===== src/rtl/uart_rx_oversample_if.sv =====
// Signal bundle for uart_rx_oversample: the serial line in, the received word and status out.
// The slave modport is the receiver; the master modport is whatever drives the line and consumes words.
interface uart_rx_oversample_if #(
  parameter int DATA_BITS = 8
);
  logic                 rxd;
  logic [DATA_BITS-1:0] out;
  logic                 outclk;
  logic                 frame_err;
  logic                 parity_err;
  logic                 busy;

  modport master (output rxd, input out, outclk, frame_err, parity_err, busy);
  modport slave  (input rxd, output out, outclk, frame_err, parity_err, busy);
endinterface


===== src/rtl/uart_rx_oversample.sv =====
// Oversampling UART receiver: samples each bit at its centre, LSB-first, with framing and break handling.
// Define UART_RX_PARITY_EN to add a parity bit between the data bits and the stop bit.
module uart_rx_oversample #(
  parameter int CYCLES_PER_BIT = 10,
  parameter int DATA_BITS      = 8,
  parameter int PARITY_ODD     = 0
) (
  input logic                 clk,
  input logic                 rst,
  uart_rx_oversample_if.slave bus
);

  localparam int CW = $clog2(CYCLES_PER_BIT);
  localparam int BW = $clog2(DATA_BITS + 1);

  localparam logic [CW-1:0] HALF_LAST = CW'(CYCLES_PER_BIT / 2 - 1);
  localparam logic [CW-1:0] BIT_LAST  = CW'(CYCLES_PER_BIT - 1);
  localparam logic [BW-1:0] DATA_LAST = BW'(DATA_BITS - 1);

  localparam logic [2:0] IDLE   = 3'd0;
  localparam logic [2:0] START  = 3'd1;
  localparam logic [2:0] DATA   = 3'd2;
`ifdef UART_RX_PARITY_EN
  localparam logic [2:0] PARITY = 3'd3;
`endif
  localparam logic [2:0] STOP   = 3'd4;
  localparam logic [2:0] BREAK  = 3'd5;

  if (CYCLES_PER_BIT < 4 || (CYCLES_PER_BIT % 2) != 0 || DATA_BITS < 5 || DATA_BITS > 9 ||
      PARITY_ODD < 0 || PARITY_ODD > 1) begin : g_param_check
    $error("uart_rx_oversample: illegal parameter value");
  end

  logic                 sync1_q, sync2_q;
  logic                 srx;
  logic [2:0]           state_q, state_d;
  logic [CW-1:0]        cyc_q, cyc_d;
  logic [BW-1:0]        bit_q, bit_d;
  logic [DATA_BITS-1:0] shift_q, shift_d;
  logic [DATA_BITS-1:0] out_q, out_d;
  logic                 outclk_q, outclk_d;
  logic                 frame_err_q, frame_err_d;
`ifdef UART_RX_PARITY_EN
  logic                 par_q, par_d;
  logic                 parity_err_q, parity_err_d;
`endif

  assign srx = sync2_q;

  // Every bit period after START counts a full bit; START counts only half so sampling lands mid-bit.
  always_comb begin
    state_d     = state_q;
    cyc_d       = cyc_q;
    bit_d       = bit_q;
    shift_d     = shift_q;
    out_d       = out_q;
    outclk_d    = 1'b0;
    frame_err_d = 1'b0;
`ifdef UART_RX_PARITY_EN
    par_d        = par_q;
    parity_err_d = 1'b0;
`endif
    case (state_q)
      IDLE: begin
        if (!srx) begin
          state_d = START;
          cyc_d   = '0;
          bit_d   = '0;
        end
      end
      START: begin
        if (cyc_q == HALF_LAST) begin
          cyc_d   = '0;
          state_d = srx ? IDLE : DATA;
        end else begin
          cyc_d = cyc_q + 1'b1;
        end
      end
      DATA: begin
        if (cyc_q == BIT_LAST) begin
          cyc_d   = '0;
          shift_d = {srx, shift_q[DATA_BITS-1:1]};
          bit_d   = bit_q + 1'b1;
          if (bit_q == DATA_LAST) begin
`ifdef UART_RX_PARITY_EN
            state_d = PARITY;
`else
            state_d = STOP;
`endif
          end
        end else begin
          cyc_d = cyc_q + 1'b1;
        end
      end
`ifdef UART_RX_PARITY_EN
      PARITY: begin
        if (cyc_q == BIT_LAST) begin
          cyc_d   = '0;
          par_d   = srx;
          state_d = STOP;
        end else begin
          cyc_d = cyc_q + 1'b1;
        end
      end
`endif
      STOP: begin
        if (cyc_q == BIT_LAST) begin
          cyc_d       = '0;
          bit_d       = '0;
          out_d       = shift_q;
          outclk_d    = 1'b1;
          frame_err_d = !srx;
`ifdef UART_RX_PARITY_EN
          parity_err_d = ((^shift_q) ^ par_q) != (PARITY_ODD != 0);
`endif
          state_d     = srx ? IDLE : BREAK;
        end else begin
          cyc_d = cyc_q + 1'b1;
        end
      end
      BREAK: begin
        if (srx) begin
          state_d = IDLE;
        end
      end
      default: begin
        state_d = IDLE;
      end
    endcase
  end

  // Sync flops reset to the idle line level so reset release never looks like a start edge.
  always_ff @(posedge clk or posedge rst) begin
    if (rst) begin
      sync1_q     <= 1'b1;
      sync2_q     <= 1'b1;
      state_q     <= IDLE;
      cyc_q       <= '0;
      bit_q       <= '0;
      shift_q     <= '0;
      out_q       <= '0;
      outclk_q    <= 1'b0;
      frame_err_q <= 1'b0;
`ifdef UART_RX_PARITY_EN
      par_q        <= 1'b0;
      parity_err_q <= 1'b0;
`endif
    end else begin
      sync1_q     <= bus.rxd;
      sync2_q     <= sync1_q;
      state_q     <= state_d;
      cyc_q       <= cyc_d;
      bit_q       <= bit_d;
      shift_q     <= shift_d;
      out_q       <= out_d;
      outclk_q    <= outclk_d;
      frame_err_q <= frame_err_d;
`ifdef UART_RX_PARITY_EN
      par_q        <= par_d;
      parity_err_q <= parity_err_d;
`endif
    end
  end

  assign bus.out       = out_q;
  assign bus.outclk    = outclk_q;
  assign bus.frame_err = frame_err_q;
  assign bus.busy      = (state_q != IDLE);
`ifdef UART_RX_PARITY_EN
  assign bus.parity_err = parity_err_q;
`else
  assign bus.parity_err = 1'b0;
`endif

endmodule


===== src/flat_wrapper.sv =====
// flat-port wrapper written by rule: the top's interface ports become plain ports
module uart_rx_oversample_flat 
#(
  parameter int CYCLES_PER_BIT = 10,
  parameter int DATA_BITS      = 8,
  parameter int PARITY_ODD     = 0
)
  (clk, rst, bus_rxd, bus_out, bus_outclk, bus_frame_err, bus_parity_err, bus_busy);
  uart_rx_oversample_if #(.DATA_BITS(DATA_BITS)) bus_i ();
  input logic clk;
  input logic rst;
  input wire logic [$bits(bus_i.rxd)-1:0] bus_rxd;
  output wire logic [$bits(bus_i.out)-1:0] bus_out;
  output wire logic [$bits(bus_i.outclk)-1:0] bus_outclk;
  output wire logic [$bits(bus_i.frame_err)-1:0] bus_frame_err;
  output wire logic [$bits(bus_i.parity_err)-1:0] bus_parity_err;
  output wire logic [$bits(bus_i.busy)-1:0] bus_busy;
  assign bus_i.rxd = bus_rxd;
  assign bus_out = bus_i.out;
  assign bus_outclk = bus_i.outclk;
  assign bus_frame_err = bus_i.frame_err;
  assign bus_parity_err = bus_i.parity_err;
  assign bus_busy = bus_i.busy;
  uart_rx_oversample #(.CYCLES_PER_BIT(CYCLES_PER_BIT), .DATA_BITS(DATA_BITS), .PARITY_ODD(PARITY_ODD)) u_core (.clk(clk), .rst(rst), .bus(bus_i));
endmodule

===== config.mk =====
export PLATFORM = sky130hd
export DESIGN_NAME = uart_rx_oversample_flat
export DESIGN_NICKNAME = d
export VERILOG_FILES = /design/src/rtl/uart_rx_oversample_if.sv /design/src/rtl/uart_rx_oversample.sv /design/src/flat_wrapper.sv
export SDC_FILE = /design/constraint.sdc
export NUM_CORES = 1
export LEC_CHECK = 0
export BUFFER_PORTS_ARGS = -buffer_cell sky130_fd_sc_hd__buf_2
export CAP_MARGIN = 20
export CORE_MARGIN = 2
export CORE_UTILIZATION = 30
export CTS_BUF_LIST = sky130_fd_sc_hd__clkbuf_16
export CTS_CLUSTER_SIZE = 14
export DETAILED_ROUTE_END_ITERATION = 10
export PLACE_DENSITY_LB_ADDON = 0.1
export SLEW_MARGIN = 20
export SYNTH_ARGS = -nofsm -noshare
export SYNTH_HDL_FRONTEND = slang
export SYNTH_SLANG_ARGS = --single-unit
export TNS_END_PERCENT = 10

===== constraint.sdc =====
create_clock -name clk -period 1.8 [get_ports clk]
set_input_delay 0.36 -clock clk [delete_from_list [all_inputs] [get_ports clk]]
set_output_delay 0.36 -clock clk [all_outputs]
set_load 0.01 [all_outputs]

==> results of run 1 <==
-- routing by layer --
layer,wire (um),vias up,global-route usage (%)
met3,135,6,5.25
li1,-,461,-
met5,0,-,0
met4,49,0,4.94
met2,1240,17,17.5
met1,1250,485,15.2
-- power by group --
part           internal [W]  switching (W)  total (W)
Sequential         0.000760      0.0000696   0.000830
Clock              0.000644       0.000295   0.000940
Combinational      0.000208       0.000289   0.000497
-- layout make-up --
| class | count | area [um2] |
|---|---|---|
| Clock inverter | 3 | 38.8 |
| Timing Repair Buffer | 20 | 118 |
| Tap cell | 54 | 67.6 |
| Clock buffer | 5 | 125 |
| Fill cell | 468 | 2920 |
| Inverter | 7 | 26.3 |
| Multi-Input combinational cell | 75 | 592 |
| Sequential cell | 31 | 778 |
-- cells by family (layout without fill, tap and decap cells) --
kind of cell | count (synthesis) | count (layout)
flip-flops | 31 | 31
multiplexers | 18 | 18
XOR/XNOR | 1 | 1
other | 1 | 1
adder cells (fa/ha/maj) | 5 | 5
buffers and inverters | 11 | 35
AO/OA/AOI/OAI | 18 | 18
AND/OR/NAND/NOR | 32 | 32
-- worst max-delay path: stages (launching register included) --
cell     delay (ps)
dfrtp_1         400
inv_2            80
ha_1            160
and3b_2         240
a21oi_2         100
or4b_1          500
mux2i_1         130
-- cells in the mapped netlist (all sizes together) --
cell type and number:
conb 1, ha 4, buf 3, nor3b 2
and3 1, nor2 5, mux2 16, o211ai 1
dfstp 2, nand4 1, nor4 2, mux2i 2
or2b 1, nand2 6, or4b 1, xor2 1
a31oi 2, nand3 6, a32oi 1, o22ai 1
a21o 1, o21ai 7, nand3b 2, a21oi 2
and3b 1, clkinv 1, o311ai 1, inv 6
nand2b 2, clkbuf 1, maj3 1, dfrtp 29
o31ai 1, o2bb2ai 1, nor3 2
-- repair_timing --
item	CTS	global route
hold buffers	0	0
buffers inserted	0	0
gates resized for setup	0	1
endpoints found under the setup margin	0	1
-- per-stage QoR --
stage | cell area [um2] | hold WS [ps] | utilization [%] | power, W
4_1_cts | 1750 | 178 | 37.4 | 0.00230
3_5_place_dp | 1580 | 347 | 33.9 | 0.00134
2_1_floorplan | 1430 | 345 | - | 0.00119
6_report | 1750 | 160 | 37.4 | 0.00227
3_3_place_gp | 1580 | 347 | 33.9 | 0.00133
5_1_grt | 1750 | 175 | 37.4 | 0.00242
-- registers in the layout, indices dropped and copies added, names as in the netlist --
register              count
u_core.bus.out            8
u_core.shift_q            8
u_core.bit_q              4
u_core.cyc_q              4
u_core.state_q            3
u_core.bus.frame_err      1
u_core.bus.outclk         1
u_core.srx                1
u_core.sync1_q            1
-- final timing paths --
path,from,end,slack (ps)
min,rst,u_core.bus.outclk$_DFF_PP0_,160
max,u_core.cyc_q[1]$_DFFE_PP0P_,u_core.bit_q[2]$_DFFE_PP0P_,120
min in group clk,bus_rxd,u_core.sync1_q$_DFF_PP1_,190
max reg2reg,u_core.cyc_q[1]$_DFFE_PP0P_,u_core.bit_q[2]$_DFFE_PP0P_,120
max in group asynchronous,rst,u_core.sync1_q$_DFF_PP1_,1320
min reg2reg,u_core.sync1_q$_DFF_PP1_,u_core.srx$_DFF_PP1_,350
==> results.py, run 1 <==
metrics = {
    "cells_and_area": {
        "final_nets": 147,
        "finalNonFillerCells": 195,
        "area_growth_pct": 22.4,
        "mostFrequentLayoutCells": "dfrtp_1, mux2_2, buf_2",
        "drive_gt1_share_pct": 37.6,
        "layout_commonest_cell": "dfrtp_1",
        "diodes": 0,
    },
    "sta": {
        "rsz0062_at_grt": "false",
        "max_freq_mhz": 596,
        "hold_viol": 0,
        "setup_violations": 0,
        "finalCriticalPeriod_ps": 1680,
        "fin_ws_ps": 121,
        "drv_slew": 0,
        "fin_crit_sh_pct": 93.3,
        "tns_ps": 0,
        "skew_ps": 2.39,
    },
    "pwr": {
        "p_per_area_nw_per_um2": 1300,
        "ir_drop_uv": 545,
        "power.leakage_nw": 0.893,
    },
    "logic_synthesis": {
        "yosys.area.top_type_share_pct": 50.9,
        "synth_area_leader_cell": "dfrtp_1",
        "synth_fa_ha_area_share_pct": 4.30,
        "synth_nets": 124,
        "ys_ff_latch": 31,
        "yosysWarnings": 0,
        "synth_cells": 117,
        "ys_seq_area_share_pct": 54.6,
        "synth_mux_area_share_pct": 14.0,
        "synthTopCellsByArea": "dfrtp_1, mux2_2, dfstp_2",
        "synth.distinct_cells": 39,
        "synth_xor_area_share_pct": 1.14,
        "post_synth.cell_area_avg_um2": 12.2,
        "synth_simple_gate_area_share_pct": 13.2,
        "synth_top_family_by_area": "multiplexers",
        "syn-cell-area_um2": 1430,
        "synth_compound_area_share_pct": 8.60,
    },
    "setup_path": {
        "r2r_cells": 6,
        "crit_fanout": 7,
        "cp-end-kind": "flip-flop",
        "start_kind": "flip-flop",
        "critPathKind": "flip-flop to flip-flop",
        "critical_path_arrival_ps": 1880,
        "cp.required_ps": 2000,
    },
    "detailed_routing": {
        "first_pass_iters": 4,
        "viasPerCell": 4.97,
        "drt_iter0_drc": 48,
        "drt-total-wl_um": 2680,
        "vias": 969,
        "wl_per_cell_um": 13.7,
        "ant_nets": 0,
        "drc": 0,
    },
    "place": {
        "hpwlAfterDp_um": 1860,
        "place_inst": 187,
        "dp_slack_ps": 115,
        "gp_congestion": 0.761,
        "port_buffers": 13,
    },
    "die": {
        "num_rows": 25,
        "coreArea_um2": 4660,
        "die_x_um": 73.0,
        "die_area_um2": 5320,
        "initial_core_util_pct": 30.6,
        "die_h_um": 73.0,
        "ios": 15,
    },
    "grt": {
        "grt-ovfl-total": 0,
        "antenna_found_initial": 0,
        "grt_util_all_layers_pct": 11.9,
        "grt_first_pass_wirelength_um": 4650,
        "grt_max_degree": 32,
        "grt_pass1_vias": 972,
    },
    "hold_path": {
        "hp-class": "primary input to asynchronous set/reset pin",
    },
    "clock_tree": {
        "clockRootBuffer": "clkbuf_16",
        "clock_path_buffers": 2,
        "clkSinkCount": 31,
        "cts_tree": "done",
        "clk_pin_slew_ps": 50,
        "htreeDepth": 2,
        "clk_latency_ps": 270,
        "numCtsBuffers": 5,
    },
    "flow_run": {
        "cap_viol_max_count": 0,
    },
    "status": {
        "run_status": "finished, final reports clean",
    },
}
No activity file was read; power rests on OpenSTA's default activity.
==> run 2, diff against run 1 <==
- ABC_AREA: default -> 1
==> run 2 against run 1 <==
Combinational power up 48%. Design area up 6.7%. Wire length up 12%. Register-to-register slack better by 120 ps. Hold slack better by 3.4 ps. Sequential share of layout area down 2.8 points. Clock skew up 3.6 ps. Sequential cell count unchanged. Clock power down 16%. Largest power group is now sequential cells. Sequential power up 2%. Clock-buffer cell count unchanged. Maximum frequency up 7.4%.
==> results.py, run 2 <==
metrics = {
    "status": {
        "run_status": "finished, final reports clean",
    },
    "logic_synthesis": {
        "synth_nets": 190,
        "synth_cells": 183,
        "synthTopCellsByArea": "dfrtp_1, nand2_1, nand3_1",
        "yosys.area.top_type_share_pct": 45.6,
        "ys.flop_type": "dfrtp_1",
        "syn-cell-area_um2": 1590,
        "post_synth.cell_area_avg_um2": 8.70,
        "ys_seq_area_share_pct": 48.9,
        "synth.distinct_cells": 23,
        "async_flop_share_pct": 100,
        "synth-edff-count": 0,
        "ys_ff_latch": 31,
        "synthTopCellsByCount": "nand2_1, dfrtp_1, inv_1",
        "yosysWarnings": 0,
        "yosysMostFrequentCell": "nand2_1",
        "synth_area_leader_cell": "dfrtp_1",
    },
    "clock_tree": {
        "clockRootBuffer": "clkbuf_16",
        "cts_resized": 0,
        "clk_latency_ps": 270,
        "clkSinkCount": 31,
        "holdBufCountCts": 0,
        "post_cts_buffers": 0,
        "clk_pin_slew_ps": 50,
        "cts_tree": "done",
        "numCtsBuffers": 5,
        "clock_path_buffers": 2,
        "htreeDepth": 2,
    },
    "die": {
        "die_area_um2": 5900,
        "die_x_um": 76.8,
        "initial_core_util_pct": 31.2,
        "ios": 15,
        "num_rows": 26,
        "die_h_um": 76.8,
        "coreArea_um2": 5110,
    },
    "sta": {
        "drv_slew": 0,
        "tns_ps": 0,
        "hold_viol": 0,
        "setup_violations": 0,
        "fin_crit_sh_pct": 86.8,
        "max_freq_mhz": 640,
        "fin_hold_ws_ps": 163,
        "skew_ps": 6.04,
        "rsz0062_at_grt": "false",
        "finalCriticalPeriod_ps": 1560,
    },
    "pwr": {
        "power.switching_w": 0.000868,
        "p_clk_share_pct": 33.3,
        "power.leakage_nw": 0.996,
        "power.internal_w": 0.00150,
        "power.share.combinational_pct": 31.1,
        "ir_drop_uv": 378,
        "finalPower_w": 0.00237,
        "sequentialPowerShare_pct": 35.6,
        "switching_share_pct": 36.6,
        "p_per_area_nw_per_um2": 1270,
    },
    "cells_and_area": {
        "area_growth_pct": 17.1,
        "multi_input_area_um2": 704,
        "finalNonFillerCells": 272,
        "drive_gt1_share_pct": 25.7,
        "diodes": 0,
        "seq_area_um2": 778,
        "layout_commonest_cell": "nand2_1",
        "fillCellCount": 528,
        "final_nets": 208,
        "mostFrequentLayoutCells": "nand2_1, dfrtp_1, inv_1",
    },
    "setup_path": {
        "crit_buf_inv": 1,
        "cpPeakStageDelay_ps": 400,
        "critPathKind": "flip-flop to flip-flop",
        "crit_fanout": 4,
        "critical_path_arrival_ps": 1720,
        "cpLargestDelayFamily": "simple AND/OR/NAND/NOR gates",
        "cp_slowest_cell": "dfrtp_1",
        "cp.required_ps": 1960,
        "start_kind": "flip-flop",
        "worstPathCellList": "inv_1 > ha_1 > nand2_1 > nor2_1 > nor2_1 > nor2_1 > nand2_1 > nand3_1 > nand2_1",
        "cp-end-kind": "flip-flop",
    },
    "flow_run": {
        "cap_viol_max_count": 0,
    },
    "detailed_routing": {
        "vias": 1177,
        "viasPerCell": 4.33,
        "drt_iter0_drc": 66,
        "first_pass_iters": 4,
        "drt-total-wl_um": 3010,
        "ant_nets": 0,
        "wl_per_cell_um": 11.1,
        "drc": 0,
    },
    "grt": {
        "grt_max_degree": 32,
        "grt_util_all_layers_pct": 11.7,
        "grt-ovfl-total": 0,
        "grt_first_pass_wirelength_um": 5520,
        "antenna_found_initial": 0,
        "grt_pass1_vias": 1260,
    },
    "place": {
        "port_buffers": 13,
        "hpwlAfterDp_um": 2250,
        "gp_congestion": 0.877,
        "place_inst": 264,
    },
    "hold_path": {
        "hp-class": "primary input to asynchronous set/reset pin",
    },
}
==> run 2: cells by family after synthesis <==
family | share of synthesized area [%]
other | 0.236
AO/OA/AOI/OAI | 8.10
adder cells (fa/ha/maj) | 3.14
buffers and inverters | 6.84
flip-flops | 48.9
XOR/XNOR | 1.65
AND/OR/NAND/NOR | 31.1
==> run 2: power by group through the flow <==
stage	registers, W	logic, W	clock network, W
global route	0.000859	0.000859	0.000849
CTS	0.000843	0.000742	0.000808
detailed placement	0.000855	0.000738	0
finish	0.000843	0.000736	0.000789
global placement	0.000852	0.000750	0
floorplan	0.000838	0.000585	0
==> run 2: worst register-to-register path, delay by kind of cell (launching register included) <==
family	cells	cell delay (ps)
adders and majority gates	1	210
buffers and inverters	1	90
DFF	1	400
and+or+nand+nor	7	740
==> run 2: per-layer routing <==
layer	wire length [um]	track usage, %	up-vias
li1	-	-	605
met1	1490	14.4	543
met2	1370	19.3	24
met3	111	3.29	5
met4	43	4.55	0
met5	0	0	-
==> run 2: final timing paths <==
| path | from | end | slack (ps) | cells past startpoint |
|---|---|---|---|---|
| max reg2reg | u_core.cyc_q[1]$_DFFE_PP0P_ | u_core.cyc_q[1]$_DFFE_PP0P_ | 240 | 9 |
| min | rst | u_core.bus.outclk$_DFF_PP0_ | 160 | 3 |
| max in group asynchronous | rst | u_core.sync1_q$_DFF_PP1_ | 1310 | 3 |
| min in group clk | bus_rxd | u_core.sync1_q$_DFF_PP1_ | 180 | 1 |
| min reg2reg | u_core.sync1_q$_DFF_PP1_ | u_core.srx$_DFF_PP1_ | 360 | 0 |
| max | u_core.cyc_q[1]$_DFFE_PP0P_ | u_core.cyc_q[1]$_DFFE_PP0P_ | 240 | 9 |
==> run 2: stage by stage <==
stage	cell area [um2]	setup WS, ps	util, %
after floorplan	1590	433	-
final	1860	237	36.5
after global routing	1860	68.4	36.5
after detailed placement	1720	259	33.7
after CTS	1860	240	36.5
after global placement	1720	320	33.7
==> run 2: final cells by class <==
cell class / instances / share of cell area [%]
Clock buffer: 5 / 6.72
Tap cell: 70 / 4.70
Multi-Input combinational cell: 128 / 37.8
Clock inverter: 3 / 0.873
Sequential cell: 31 / 41.8
Timing Repair Buffer: 14 / 3.90
Inverter: 21 / 4.23
==> run 3, diff against run 2 <==
--- a/config.mk
+++ b/config.mk
@@ -10,5 +10,5 @@
 export CAP_MARGIN = 20
 export CORE_MARGIN = 2
-export CORE_UTILIZATION = 30
+export CORE_UTILIZATION = 25
 export CTS_BUF_LIST = sky130_fd_sc_hd__clkbuf_16
 export CTS_CLUSTER_SIZE = 14
==> constraint.sdc (replaced) <==
create_clock -name clk -period 1.8 [get_ports clk]
set_input_delay 0.18 -clock clk [delete_from_list [all_inputs] [get_ports clk]]
set_output_delay 0.18 -clock clk [all_outputs]
set_load 0.01 [all_outputs]
==> run 3 against run 2 <==
The run now ends with hold timing left. Utilization decreased by 6.4 points. Largest cell class unchanged. Largest power group unchanged. Sequential share of layout area decreased by 0.33 points. Worst setup slack got worse by 38 ps. Via count increased by 1.3%.
==> results.py, run 3 (synthesis gave the netlist of run 2 again) <==
metrics = {
    "status": {
        "run_status": "finished with violations",
        "failed_checks": "hold timing",
    },
    "grt": {
        "grt_pass1_vias": 1181,
        "grt_max_degree": 32,
        "antenna_found_initial": 0,
        "grt-ovfl-total": 0,
        "grt_util_all_layers_pct": 9.88,
        "grt_first_pass_wirelength_um": 5550,
    },
    "cells_and_area": {
        "layout_commonest_cell": "nand2_1",
        "multi_input_area_um2": 704,
        "fillCellCount": 678,
        "mostFrequentLayoutCells": "nand2_1, dfrtp_1, inv_1",
        "fin_area_um2": 1880,
        "drive_gt1_share_pct": 25.1,
        "diodes": 0,
        "seq_area_um2": 778,
        "final_nets": 209,
        "area_growth_pct": 18.0,
    },
    "setup_path": {
        "cp-end-kind": "flip-flop",
        "critPathKind": "flip-flop to flip-flop",
        "cp.required_ps": 1960,
        "crit_fanout": 4,
        "critical_path_arrival_ps": 1760,
        "start_kind": "flip-flop",
    },
    "clock_tree": {
        "clock_path_buffers": 2,
        "clockRootBuffer": "clkbuf_16",
        "cts_tree": "done",
        "clk_pin_slew_ps": 50,
        "htreeDepth": 2,
        "clkSinkCount": 31,
        "clk_latency_ps": 270,
        "numCtsBuffers": 5,
    },
    "detailed_routing": {
        "vias": 1192,
        "ant_nets": 0,
        "first_pass_iters": 4,
        "viasPerCell": 4.26,
        "wl_per_cell_um": 11.2,
        "drt_iter0_drc": 39,
        "drc": 0,
        "drt-total-wl_um": 3150,
    },
    "die": {
        "num_rows": 29,
        "initial_core_util_pct": 25.5,
        "die_area_um2": 7020,
        "ios": 15,
        "coreArea_um2": 6240,
        "die_x_um": 83.8,
        "die_h_um": 83.8,
    },
    "sta": {
        "setup_violations": 0,
        "rsz0062_at_grt": "false",
        "fin_crit_sh_pct": 89.0,
        "fin_hold_ws_ps": -20.3,
        "finalCriticalPeriod_ps": 1600,
        "skew_ps": 4.08,
        "tns_ps": 0,
        "drv_slew": 0,
        "hold_viol": 29,
        "fin_ws_ps": 199,
        "max_freq_mhz": 624,
    },
    "pwr": {
        "ir_drop_uv": 453,
        "p_per_area_nw_per_um2": 1270,
        "power.share.combinational_pct": 31.4,
        "power.switching_w": 0.000879,
        "power.leakage_nw": 1.01,
        "finalPower_w": 0.00238,
        "switching_share_pct": 37.0,
        "p_clk_share_pct": 33.1,
        "sequentialPowerShare_pct": 35.5,
        "power.internal_w": 0.00150,
    },
    "place": {
        "hpwlAfterDp_um": 2280,
        "placed_cell_area_um2": 1730,
        "dp_slack_ps": 208,
        "gp_congestion": 0.769,
        "port_buffers": 13,
    },
    "flow_run": {
        "cap_viol_max_count": 0,
    },
    "hold_path": {
        "hp-class": "primary input to asynchronous set/reset pin",
    },
}
## run 3: cell type report
cell class	count	area share [%]
multi-input cells	128	37.5
flip-flops and latches	31	41.4
clock buffers	5	6.66
repair buffers	15	4.40
clock inverters	3	0.666
well taps	77	5.13
inverters	21	4.20
## run 3: per-stage QoR
step | utilization [%] | instances
after detailed placement | 27.7 | 271
after CTS | 30.1 | 280
final | 30.1 | 280
after floorplan | - | 183
after global routing | 30.1 | 280
after global placement | 27.7 | 271
## run 3: final timing paths
check,depth (start not counted),end,slack (ps),startpoint
setup / recovery,9,u_core.cyc_q[0]$_DFFE_PP0P_,200,u_core.cyc_q[1]$_DFFE_PP0P_
hold / removal,3,u_core.bus.frame_err$_DFF_PP0_,-20,rst
setup reg to reg,9,u_core.cyc_q[0]$_DFFE_PP0P_,200,u_core.cyc_q[1]$_DFFE_PP0P_
hold reg to reg,0,u_core.srx$_DFF_PP1_,350,u_core.sync1_q$_DFF_PP1_
max in group asynchronous,3,u_core.sync1_q$_DFF_PP1_,1490,rst
min in group clk,0,u_core.srx$_DFF_PP1_,350,u_core.sync1_q$_DFF_PP1_
## run 3: layer usage
metal | track usage [%] | part of all wire (%) | vias up
met5 | 0 | 0 | -
met4 | 4.11 | 1.4 | 0
met3 | 2.67 | 3.7 | 4
met2 | 15.3 | 46 | 19
met1 | 13.1 | 48 | 559
li1 | - | - | 610
## run 3: power groups by stage
stage | Clock, W | Combinational (W) | Sequential (W)
finish | 0.000786 | 0.000747 | 0.000844
global route | 0.000840 | 0.000864 | 0.000859
CTS | 0.000808 | 0.000757 | 0.000845
detailed placement | 0 | 0.000750 | 0.000856
global placement | 0 | 0.000784 | 0.000862
floorplan | 0 | 0.000585 | 0.000838
## run 3: worst max-delay path: stages, from the launching register on
cell	delay, ps
dfrtp_1	400
inv_1	90
ha_1	210
nand2_1	70
nor2_1	190
nor2_1	90
nor2_1	170
nand2_1	130
nand3_1	90
nand2_1	50
## run 3: repair_timing
item                      4_1_cts  5_1_grt
resized for setup               0        0
hold buffers                    1        0
setup buffers                   0        0
hold endpoints to repair        1        0
